## src/rtl/datamem_dma.sv

```systemverilog
// Block-transfer engine for the single-port datamem: word copy with memmove
// ordering, or constant fill, mastering the memory port while busy.
module datamem_dma #(
   parameter int AW = 16,
   parameter int DW = 16
) (
   input  logic          clk,
   input  logic          reset_n,
   input  logic          start,
   input  logic          mode,
   input  logic [AW-1:0] src,
   input  logic [AW-1:0] dst,
   input  logic [AW-1:0] len,
   input  logic [DW-1:0] fill_value,
   output logic [AW-1:0] mem_address,
   output logic          mem_read_enable,
   output logic          mem_write_enable,
   output logic [DW-1:0] mem_write_data,
   input  logic [DW-1:0] mem_read_data,
   output logic          busy,
   output logic          done,
   output logic [AW-1:0] remaining
);

   typedef enum logic [2:0] {
      S_IDLE,
      S_READ,
      S_WRITE,
      S_FILL,
      S_DONE
   } state_t;

   state_t        r_state;
   state_t        w_next;
   logic [AW-1:0] r_srcPtr;
   logic [AW-1:0] r_dstPtr;
   logic [AW-1:0] r_remaining;
   logic [DW-1:0] r_hold;
   logic [DW-1:0] r_fill;
   logic          r_desc;

   logic [AW-1:0] w_span;
   logic [AW-1:0] w_lenM1;
   logic [AW-1:0] w_step;
   logic          w_desc;

   // A copy whose destination overlaps the tail of its source must run
   // backwards so no source word is overwritten before it has been read.
   assign w_span  = dst - src;
   assign w_lenM1 = len - AW'(1);
   assign w_desc  = !mode && (dst > src) && (w_span < len);
   assign w_step  = r_desc ? '1 : AW'(1);

   assign remaining = r_remaining;

   always_ff @(posedge clk or negedge reset_n) begin
      if (!reset_n) begin
         r_state <= S_IDLE;
      end else begin
         r_state <= w_next;
      end
   end

   always_comb begin
      w_next           = r_state;
      mem_address      = '0;
      mem_read_enable  = 1'b0;
      mem_write_enable = 1'b0;
      mem_write_data   = '0;
      busy             = 1'b0;
      done             = 1'b0;
      case (r_state)
         S_IDLE: begin
            if (start) begin
               if (len == '0) begin
                  w_next = S_DONE;
               end else if (mode) begin
                  w_next = S_FILL;
               end else begin
                  w_next = S_READ;
               end
            end
         end
         S_READ: begin
            mem_address     = r_srcPtr;
            mem_read_enable = 1'b1;
            busy            = 1'b1;
            w_next          = S_WRITE;
         end
         S_WRITE: begin
            mem_address      = r_dstPtr;
            mem_write_enable = 1'b1;
            mem_write_data   = r_hold;
            busy             = 1'b1;
            w_next           = (r_remaining == AW'(1)) ? S_DONE : S_READ;
         end
         S_FILL: begin
            mem_address      = r_dstPtr;
            mem_write_enable = 1'b1;
            mem_write_data   = r_fill;
            busy             = 1'b1;
            w_next           = (r_remaining == AW'(1)) ? S_DONE : S_FILL;
         end
         S_DONE: begin
            done   = 1'b1;
            w_next = S_IDLE;
         end
         default: begin
            w_next = S_IDLE;
         end
      endcase
   end

   always_ff @(posedge clk or negedge reset_n) begin
      if (!reset_n) begin
         r_srcPtr    <= '0;
         r_dstPtr    <= '0;
         r_remaining <= '0;
         r_hold      <= '0;
         r_fill      <= '0;
         r_desc      <= 1'b0;
      end else begin
         case (r_state)
            S_IDLE: begin
               if (start) begin
                  r_srcPtr    <= w_desc ? src + w_lenM1 : src;
                  r_dstPtr    <= w_desc ? dst + w_lenM1 : dst;
                  r_remaining <= len;
                  r_fill      <= fill_value;
                  r_desc      <= w_desc;
               end
            end
            S_READ: begin
               r_hold <= mem_read_data;
            end
            S_WRITE: begin
               r_srcPtr    <= r_srcPtr + w_step;
               r_dstPtr    <= r_dstPtr + w_step;
               r_remaining <= r_remaining - AW'(1);
            end
            S_FILL: begin
               r_dstPtr    <= r_dstPtr + w_step;
               r_remaining <= r_remaining - AW'(1);
            end
            default: begin
            end
         endcase
      end
   end

endmodule

```

## config.mk

```make
export PLATFORM = sky130hd
export DESIGN_NAME = datamem_dma
export DESIGN_NICKNAME = d
export VERILOG_FILES = /design/src/rtl/datamem_dma.sv
export SDC_FILE = /design/constraint.sdc
export NUM_CORES = 1
export LEC_CHECK = 0
export CORE_ASPECT_RATIO = 1.4
export CORE_MARGIN = 2
export CORE_UTILIZATION = 45
export CTS_CLUSTER_DIAMETER = 100
export DETAILED_ROUTE_END_ITERATION = 8
export GPL_TIMING_DRIVEN = 0
export PLACE_DENSITY = 0.69
export SYNTH_ARGS = -nofsm -noshare
export SYNTH_HDL_FRONTEND = slang
export SYNTH_SLANG_ARGS = --single-unit
export TNS_END_PERCENT = 30
```

## constraint.sdc

```tcl
create_clock -name clk -period 5.81 [get_ports clk]
set_input_delay 1.162 -clock clk [delete_from_list [all_inputs] [get_ports clk]]
set_output_delay 1.162 -clock clk [all_outputs]
set_load 0.02 [all_outputs]
```

==> metrics.cfg, run 1 <==
[outcome]
outcome = finished clean

[die]
die-width_um = 120
die_h_um = 167
dieArea_um2 = 20000
ios = 136
initial_core_util_pct = 45.9
row_count = 59
core_um2 = 18500

[hold_path]
min_delay_worst_endpoint = r_fill[12]$_DFFE_PN0P_
hp-start = r_fill[12]$_DFFE_PN0P_
hold_depth = 2
min_path_type = reg2reg

[flow_run]
maxCapViolations = 0

[sta]
hold_viol_final = 0
skew_ps = 15.8
setup_viol = 0
tns_ps = 0
max_slew_margin_pct = 18.4
setup_ws_ps = 254
max_slew.worst_pin.slew_ps = 1220
layout_min_cycle_time_ps = 5560
finalMaxSlewViolations = 0
rsz0062_at_grt = false
period_share_pct = 95.6
fmax_mhz = 180

[route]
dr.pass1.iters = 5
vias = 8421
totalWireLength_um = 27100
wl_per_cell_um = 18.6
drt_iter0_markers = 662
drc = 0
avgViaCountPerCell = 5.79
ant_nets = 0

[logic_synthesis]
synth_ff_type = dfrtp_1
yosysSeqAreaShare_pct = 24.7
synth.top_cell.area_share_pct = 24.7
synthMuxAreaShare_pct = 5.90
syn_area_per_cell_um2 = 8.07
syn_area_um2 = 8500
synth_xor_area_share_pct = 7.73
synth_top_family_by_area = compound AO/OA/AOI/OAI gates
synth_nets = 1236
synth_area_leaders = dfrtp_1 (25%), ha_1 (14%), nand2_1 (5.3%)
yosysWarnings = 0
synth_edf_count = 0
synthTopCellsByCount = nand2_1 (119), nor2_1 (97), ha_1 (93)
synthCells = 1054
synthDistinctLibCells = 69
synthSimpleGateAreaFrac_pct = 18.7
synth.largest_area_cell = dfrtp_1
synth-seq-cells = 84
synth_fa_ha_area_share_pct = 14.9
async_flop_share_pct = 100
yosysMostFrequentCell = nand2_1
synth_compound_area_share_pct = 23.1

[placed_design]
gp_congestion = 0.937
port_buffers = 135
dp_hpwl_um = 21400
dpl_cell_area_um2 = 10200
dp_cells = 1434
dp_slack_ps = -921

[worst_setup_path]
r2r_slack_ps = 1880
critPathRequiredTime_ps = 6060
reg2reg_to = r_dstPtr[14]$_DFFE_PN0P_
endpoint_kind = register
startpoint_type = primary input
cp_max_fo = 10
r2r-start = r_desc$_DFFE_PN0P_
ff2ff_path_depth = 10
critPathKind = in2reg
worstPathArrival_ps = 5800

[global_route]
grt_remaining_overflow = 0
grt_pass1_vias = 8196
grt_pass1_wl_um = 42100
grt_max_degree = 67
antenna_found_initial = 0
grt_util_all_layers_pct = 26.7

[finish]
final_area_um2 = 10600
n_fill_cell = 1708
drive_gt1_share_pct = 5.37
synthToLayoutAreaGrowth_pct = 24.2
nets = 1387
final_cells = 1454
diodes = 0

[clock_tree]
cts.sink_count = 84
cts_tree = built
numCtsBuffers = 9
cts.clk_slew.worst_paths_ps = 80
clk_path_buf_depth = 2
h-tree-depth = 3
cts_root_buf = clkbuf_16
clk_latency_ps = 350

[pwr]
max-vdd-ir-drop_mv = 0.260
powerDensity_nw_per_um2 = 378
p_leak_nw = 4.72

-- metal layers --
layer  vias to the layer above  share of wire [%]  GRT usage [%]
li1                       4128                  -              -
met1                      4005                 41           30.8
met2                       239                 51           49.0
met3                        49                4.2           2.88
met4                         0                3.8           11.6
met5                         -                  0              0
-- sequential cells by signal, summed over array words and instances, names as in the netlist --
| name | cells |
|---|---|
| r_desc | 1 |
| r_state | 3 |
| remaining | 16 |
| r_fill | 16 |
| r_srcPtr | 16 |
| r_dstPtr | 16 |
| r_hold | 16 |
-- power breakdown --
| part | switching (mW) | internal, mW | total (mW) |
|---|---|---|---|
| Sequential | 0.198 | 0.789 | 0.987 |
| Combinational | 1.28 | 1.10 | 2.38 |
| Clock | 0.282 | 0.343 | 0.624 |
| Total | 1.75 | 2.23 | 3.99 |
-- placed cells by master (no fill, tap or decap), drive strengths merged, types with 26 or more instances in the layout --
| cell type | count |
|---|---|
| a21oi | 88 |
| clkbuf | 39 |
| clkdlybuf4s50 | 132 |
| dfrtp | 84 |
| ha | 93 |
| inv | 69 |
| mux2i | 31 |
| nand2 | 119 |
| nor2 | 97 |
| nor3 | 31 |
| o21ai | 70 |
| xnor2 | 49 |
| xor2 | 26 |
-- critical path, cell delays in order --
cell and delay (ps):
clkdlybuf4s50_1 540, inv_1 60, ha_1 340, nor2b_1 150, o21ai_0 290, a21oi_2 120
nor2_1 230, o21ai_1 140, a21o_1 200, a21oi_1 160, xnor2_1 140, ha_1 270
a21o_1 160, a2111oi_1 420, o211ai_1 290, a21oi_4 310, buf_4 250, mux2i_2 270
a21oi_1 110, a21o_1 190
-- worst max path at each step --
stage	startpoint	end	cells after the start
final	src[2]	r_dstPtr[9]$_DFFE_PN0P_	20
after global routing	dst[0]	r_srcPtr[6]$_DFFE_PN0P_	21
after CTS	dst[1]	r_dstPtr[9]$_DFFE_PN0P_	18
after detailed placement	src[1]	r_dstPtr[12]$_DFFE_PN0P_	19
after global placement	src[1]	r_dstPtr[12]$_DFFE_PN0P_	19
after floorplan	src[1]	r_srcPtr[13]$_DFFE_PN0P_	18
-- stage by stage --
| stage | hold WS [ps] | total power [mW] | utilization, % |
|---|---|---|---|
| detailed placement | 463 | 3.32 | 55.0 |
| floorplan | 445 | 2.62 | - |
| finish | 478 | 3.99 | 57.0 |
| global route | 512 | 4.28 | 57.0 |
| global placement | 458 | 3.29 | 54.8 |
| CTS | 481 | 3.97 | 56.9 |
-- kinds of logic after synthesis --
group / after synthesis
compound gates: 305
mux: 48
fa+ha+maj: 98
simple gates: 342
buf+inv: 102
xor+xnor: 75
flops: 84
-- timing repair --
| item | CTS | global route |
|---|---|---|
| setup endpoints to repair | 33 | 32 |
| hold buffers | 0 | 0 |
| pin swaps | 1 | 2 |
| setup buffers | 4 | 0 |
| resized for setup | 7 | 8 |
-- cell type report --
type | count | area (um^2) | share of cell area, %
Multi-Input combinational cell | 868 | 6010 | 56.9
Buffer | 38 | 193 | 1.82
Timing Repair Buffer | 140 | 1400 | 13.3
Clock buffer | 9 | 225 | 2.13
Sequential cell | 84 | 2100 | 19.9
Tap cell | 244 | 305 | 2.89
Inverter | 64 | 240 | 2.28
Clock inverter | 7 | 81.3 | 0.770
No activity file was read; power rests on OpenSTA's default activity.
==> run 2, diff against run 1 <==
CORE_UTILIZATION = 60   (was 45)
GPL_ROUTABILITY_DRIVEN = 0   (was not set)
PLACE_DENSITY = 0.88   (was 0.69)
==> run 2 against run 1 <==
Sequential cell count did not move; worst setup slack improved by 14 ps; clock skew fell by 5.2 ps; fmax is 0.25% higher; cell count is 4.0% lower; via count is 5.1% higher; combinational power hardly changed; non-clock buffer count grew 1; first-iteration DRC count fell by 8.5%; worst hold slack better by 3.9 ps; global-route usage grew 8.6 points; largest cell class unchanged.
==> metrics.cfg, run 2 (synthesized netlist as in run 1, its figures left out) <==
[outcome]
outcome = finished clean  ; unchanged

[clock_tree]
clk_path_buf_depth = 2  ; unchanged
numCtsBuffers = 9  ; unchanged
h-tree-depth = 3  ; unchanged
cts_root_buf = clkbuf_16  ; unchanged
clk_latency_ps = 350  ; about the same
cts.sink_count = 84  ; unchanged
cts_hold_buf = 0  ; unchanged
cts.clk_slew.worst_paths_ps = 70  ; was 80 ps
cts_tree = built  ; unchanged

[worst_setup_path]
cp_top_family = compound AO/OA/AOI/OAI gates  ; unchanged
path_common_cell = a21o_1  ; unchanged
startpoint_type = primary input  ; unchanged
reg2reg_to = r_dstPtr[15]$_DFFE_PN0P_  ; was r_dstPtr[14]$_DFFE_PN0P_
slowest_stage = clkdlybuf4s50_1  ; unchanged
ff2ff_path_depth = 9  ; was 10
endpoint_kind = register  ; unchanged
r2r-start = r_desc$_DFFE_PN0P_  ; unchanged
path_buf_inv = 3  ; unchanged
critPathRequiredTime_ps = 6020  ; was 6060 ps
worstPathArrival_ps = 5750  ; was 5800 ps
worstPathCellList = clkdlybuf4s50_1, inv_1, ha_1, nor2b_1, o21ai_0, a21oi_1, nor2_1, o21ai_2, a21o_1, a21oi_1, xnor2_1, ha_1, a21o_1, a2111oi_2, o211ai_1, a21oi_4, buf_4, a21o_1, a31oi_1, a2111oi_0  ; was clkdlybuf4s50_1, inv_1, ha_1, nor2b_1, o21ai_0, a21oi_2, nor2_1, o21ai_1, a21o_1, a21oi_1, xnor2_1, ha_1, a21o_1, a2111oi_1, o211ai_1, a21oi_4, buf_4, mux2i_2, a21oi_1, a21o_1
critPathKind = in2reg  ; unchanged
cp_max_fo = 4  ; was 10
critPathMaxStageDelay_ps = 530  ; was 540 ps
r2r_slack_ps = 1900  ; was 1880 ps

[sta]
max_slew_margin_pct = 21.3  ; was 18.4%
tns_ps = 0  ; unchanged
fmax_mhz = 180  ; about the same
finalMaxSlewViolations = 0  ; unchanged
period_share_pct = 95.4  ; was 95.6%
rsz0062_at_grt = false  ; unchanged
setup_ws_ps = 268  ; was 254 ps
max_slew.worst_pin.slew_ps = 1180  ; was 1220 ps
timing.hold.ws_ps = 481  ; was 478 ps
hold_viol_final = 0  ; unchanged
setup_viol = 0  ; unchanged
layout_min_cycle_time_ps = 5540  ; was 5560 ps
skew_ps = 10.6  ; was 15.8 ps

[finish]
n_fill_cell = 1056  ; was 1,708
seq_area_um2 = 2100  ; unchanged
layout_commonest_cell = clkdlybuf4s50_1  ; unchanged
synthToLayoutAreaGrowth_pct = 23.5  ; was 24.2%
nets = 1388  ; was 1,387
multi_input_area_um2 = 6010  ; about the same
diodes = 0  ; unchanged
layout_common_cells = clkdlybuf4s50_1 (132), nand2_1 (119), nor2_1 (97)  ; unchanged
drive_gt1_share_pct = 5.37  ; about the same

[global_route]
grt_remaining_overflow = 0  ; unchanged
grt_util_all_layers_pct = 35.2  ; was 26.7%
grt_pass1_vias = 8728  ; was 8,196
grt_max_degree = 61  ; was 67
antenna_found_initial = 0  ; unchanged
grt_pass1_wl_um = 42400  ; was 42,100 um

[placed_design]
dp_hpwl_um = 20900  ; was 21,400 um
dp_slack_ps = -813  ; was -921 ps
port_buffers = 135  ; unchanged

[route]
drc = 0  ; unchanged
dr.pass1.iters = 7  ; was 5
ant_nets = 0  ; unchanged
totalWireLength_um = 26900  ; was 27,100 um
top_layer = met4  ; unchanged
vias = 8851  ; was 8,421
avgViaCountPerCell = 6.34  ; was 5.79
wl_met2_um = 13700  ; was 13,900 um
met1_length_um = 9910  ; was 11,000 um
routed-wl-met3_um = 1720  ; was 1140 um
wl_per_cell_um = 19.3  ; was 18.6 um
drt_iter0_markers = 606  ; was 662

[pwr]
switching_share_pct = 44.4  ; was 44.0%
p_clk_share_pct = 15.2  ; was 15.7%
powerDensity_nw_per_um2 = 382  ; was 378 nW/um^2
switchingPower_mw = 1.78  ; was 1.75 mW
seqPwrFrac_pct = 24.7  ; was 24.8%
p_leak_nw = 4.73  ; was 4.72 nW
pwr-share-comb_pct = 60.0  ; was 59.6%
max-vdd-ir-drop_mv = 0.279  ; was 0.260 mV
intPower_mw = 2.23  ; about the same

[die]
die-width_um = 105  ; was 120 um
dieArea_um2 = 15200  ; was 20,000 um^2
core_um2 = 13900  ; was 18,500 um^2
row_count = 51  ; was 59
ios = 136  ; unchanged
initial_core_util_pct = 61.1  ; was 45.9%
die_h_um = 145  ; was 167 um

[flow_run]
maxCapViolations = 0  ; unchanged

[hold_path]
hp-start = r_fill[11]$_DFFE_PN0P_  ; was r_fill[12]$_DFFE_PN0P_
min_delay_worst_endpoint = r_fill[11]$_DFFE_PN0P_  ; was r_fill[12]$_DFFE_PN0P_
hold_depth = 2  ; unchanged
min_path_type = reg2reg  ; unchanged

==> run 2: area by class of cell <==
cell class / count / area share (%)
multi-input cells: 868 / 57.2
plain buffers: 38 / 1.84
repair buffers: 141 / 13.5
well taps: 185 / 2.20
inverters: 64 / 2.29
clock buffers: 9 / 2.14
clock inverters: 7 / 0.763
flip-flops and latches: 84 / 20.0
==> run 2: power by group through the flow <==
stage	registers (mW)	clock network [mW]	logic (mW)
finish	0.993	0.611	2.41
global route	1.02	0.630	2.64
CTS	0.984	0.612	2.37
detailed placement	0.993	0	2.33
global placement	0.983	0	2.26
floorplan	0.965	0	1.66
==> run 2: repair_timing <==
action | 4_1_cts | 5_1_grt
setup endpoints to repair | 31 | 33
pin swaps | 0 | 2
setup buffers | 5 | 0
cloned | 0 | 0
gates resized for setup | 5 | 8
==> run 2: worst reg2reg max path, delay by kind of cell (launching register included) <==
family / cells / cell delay (ps)
AO/OA/AOI/OAI: 7 / 2110
flip-flops: 1 / 1120
AND/OR/NAND/NOR: 1 / 100
adder cells (fa/ha/maj): 1 / 430
==> run 2: worst max path at each step <==
stage	start	to	slack [ps]	cells past startpoint
2_1_floorplan	src[1]	r_srcPtr[13]$_DFFE_PN0P_	750	18
3_3_place_gp	src[1]	r_dstPtr[12]$_DFFE_PN0P_	-770	19
3_5_place_dp	src[1]	r_dstPtr[12]$_DFFE_PN0P_	-810	19
4_1_cts	src[1]	r_srcPtr[6]$_DFFE_PN0P_	20	21
5_1_grt	dst[0]	r_srcPtr[13]$_DFFE_PN0P_	30	21
6_report	src[2]	r_dstPtr[15]$_DFFE_PN0P_	270	20
==> run 2: layer usage <==
metal | global-route usage (%) | vias to the layer above
met1 | 38.5 | 4171
met4 | 21.0 | 0
met2 | 64.9 | 446
li1 | - | 4129
met5 | 0 | -
met3 | 5.19 | 105
==> run 2: stage by stage <==
step	cell area, um^2	utilization [%]	cells	power (mW)
2_1_floorplan	8500	-	1054	2.62
3_3_place_gp	10100	72.5	1374	3.24
3_5_place_dp	10100	72.7	1375	3.32
4_1_cts	10500	75.3	1396	3.97
5_1_grt	10500	75.5	1396	4.29
6_report	10500	75.5	1396	4.02
==> run 3, diff against run 2 <==
HOLD_SLACK_MARGIN = 0.1   (was not set)
==> results of run 3 <==
The final DEF is identical to that of run 2; final timing and power are the same.
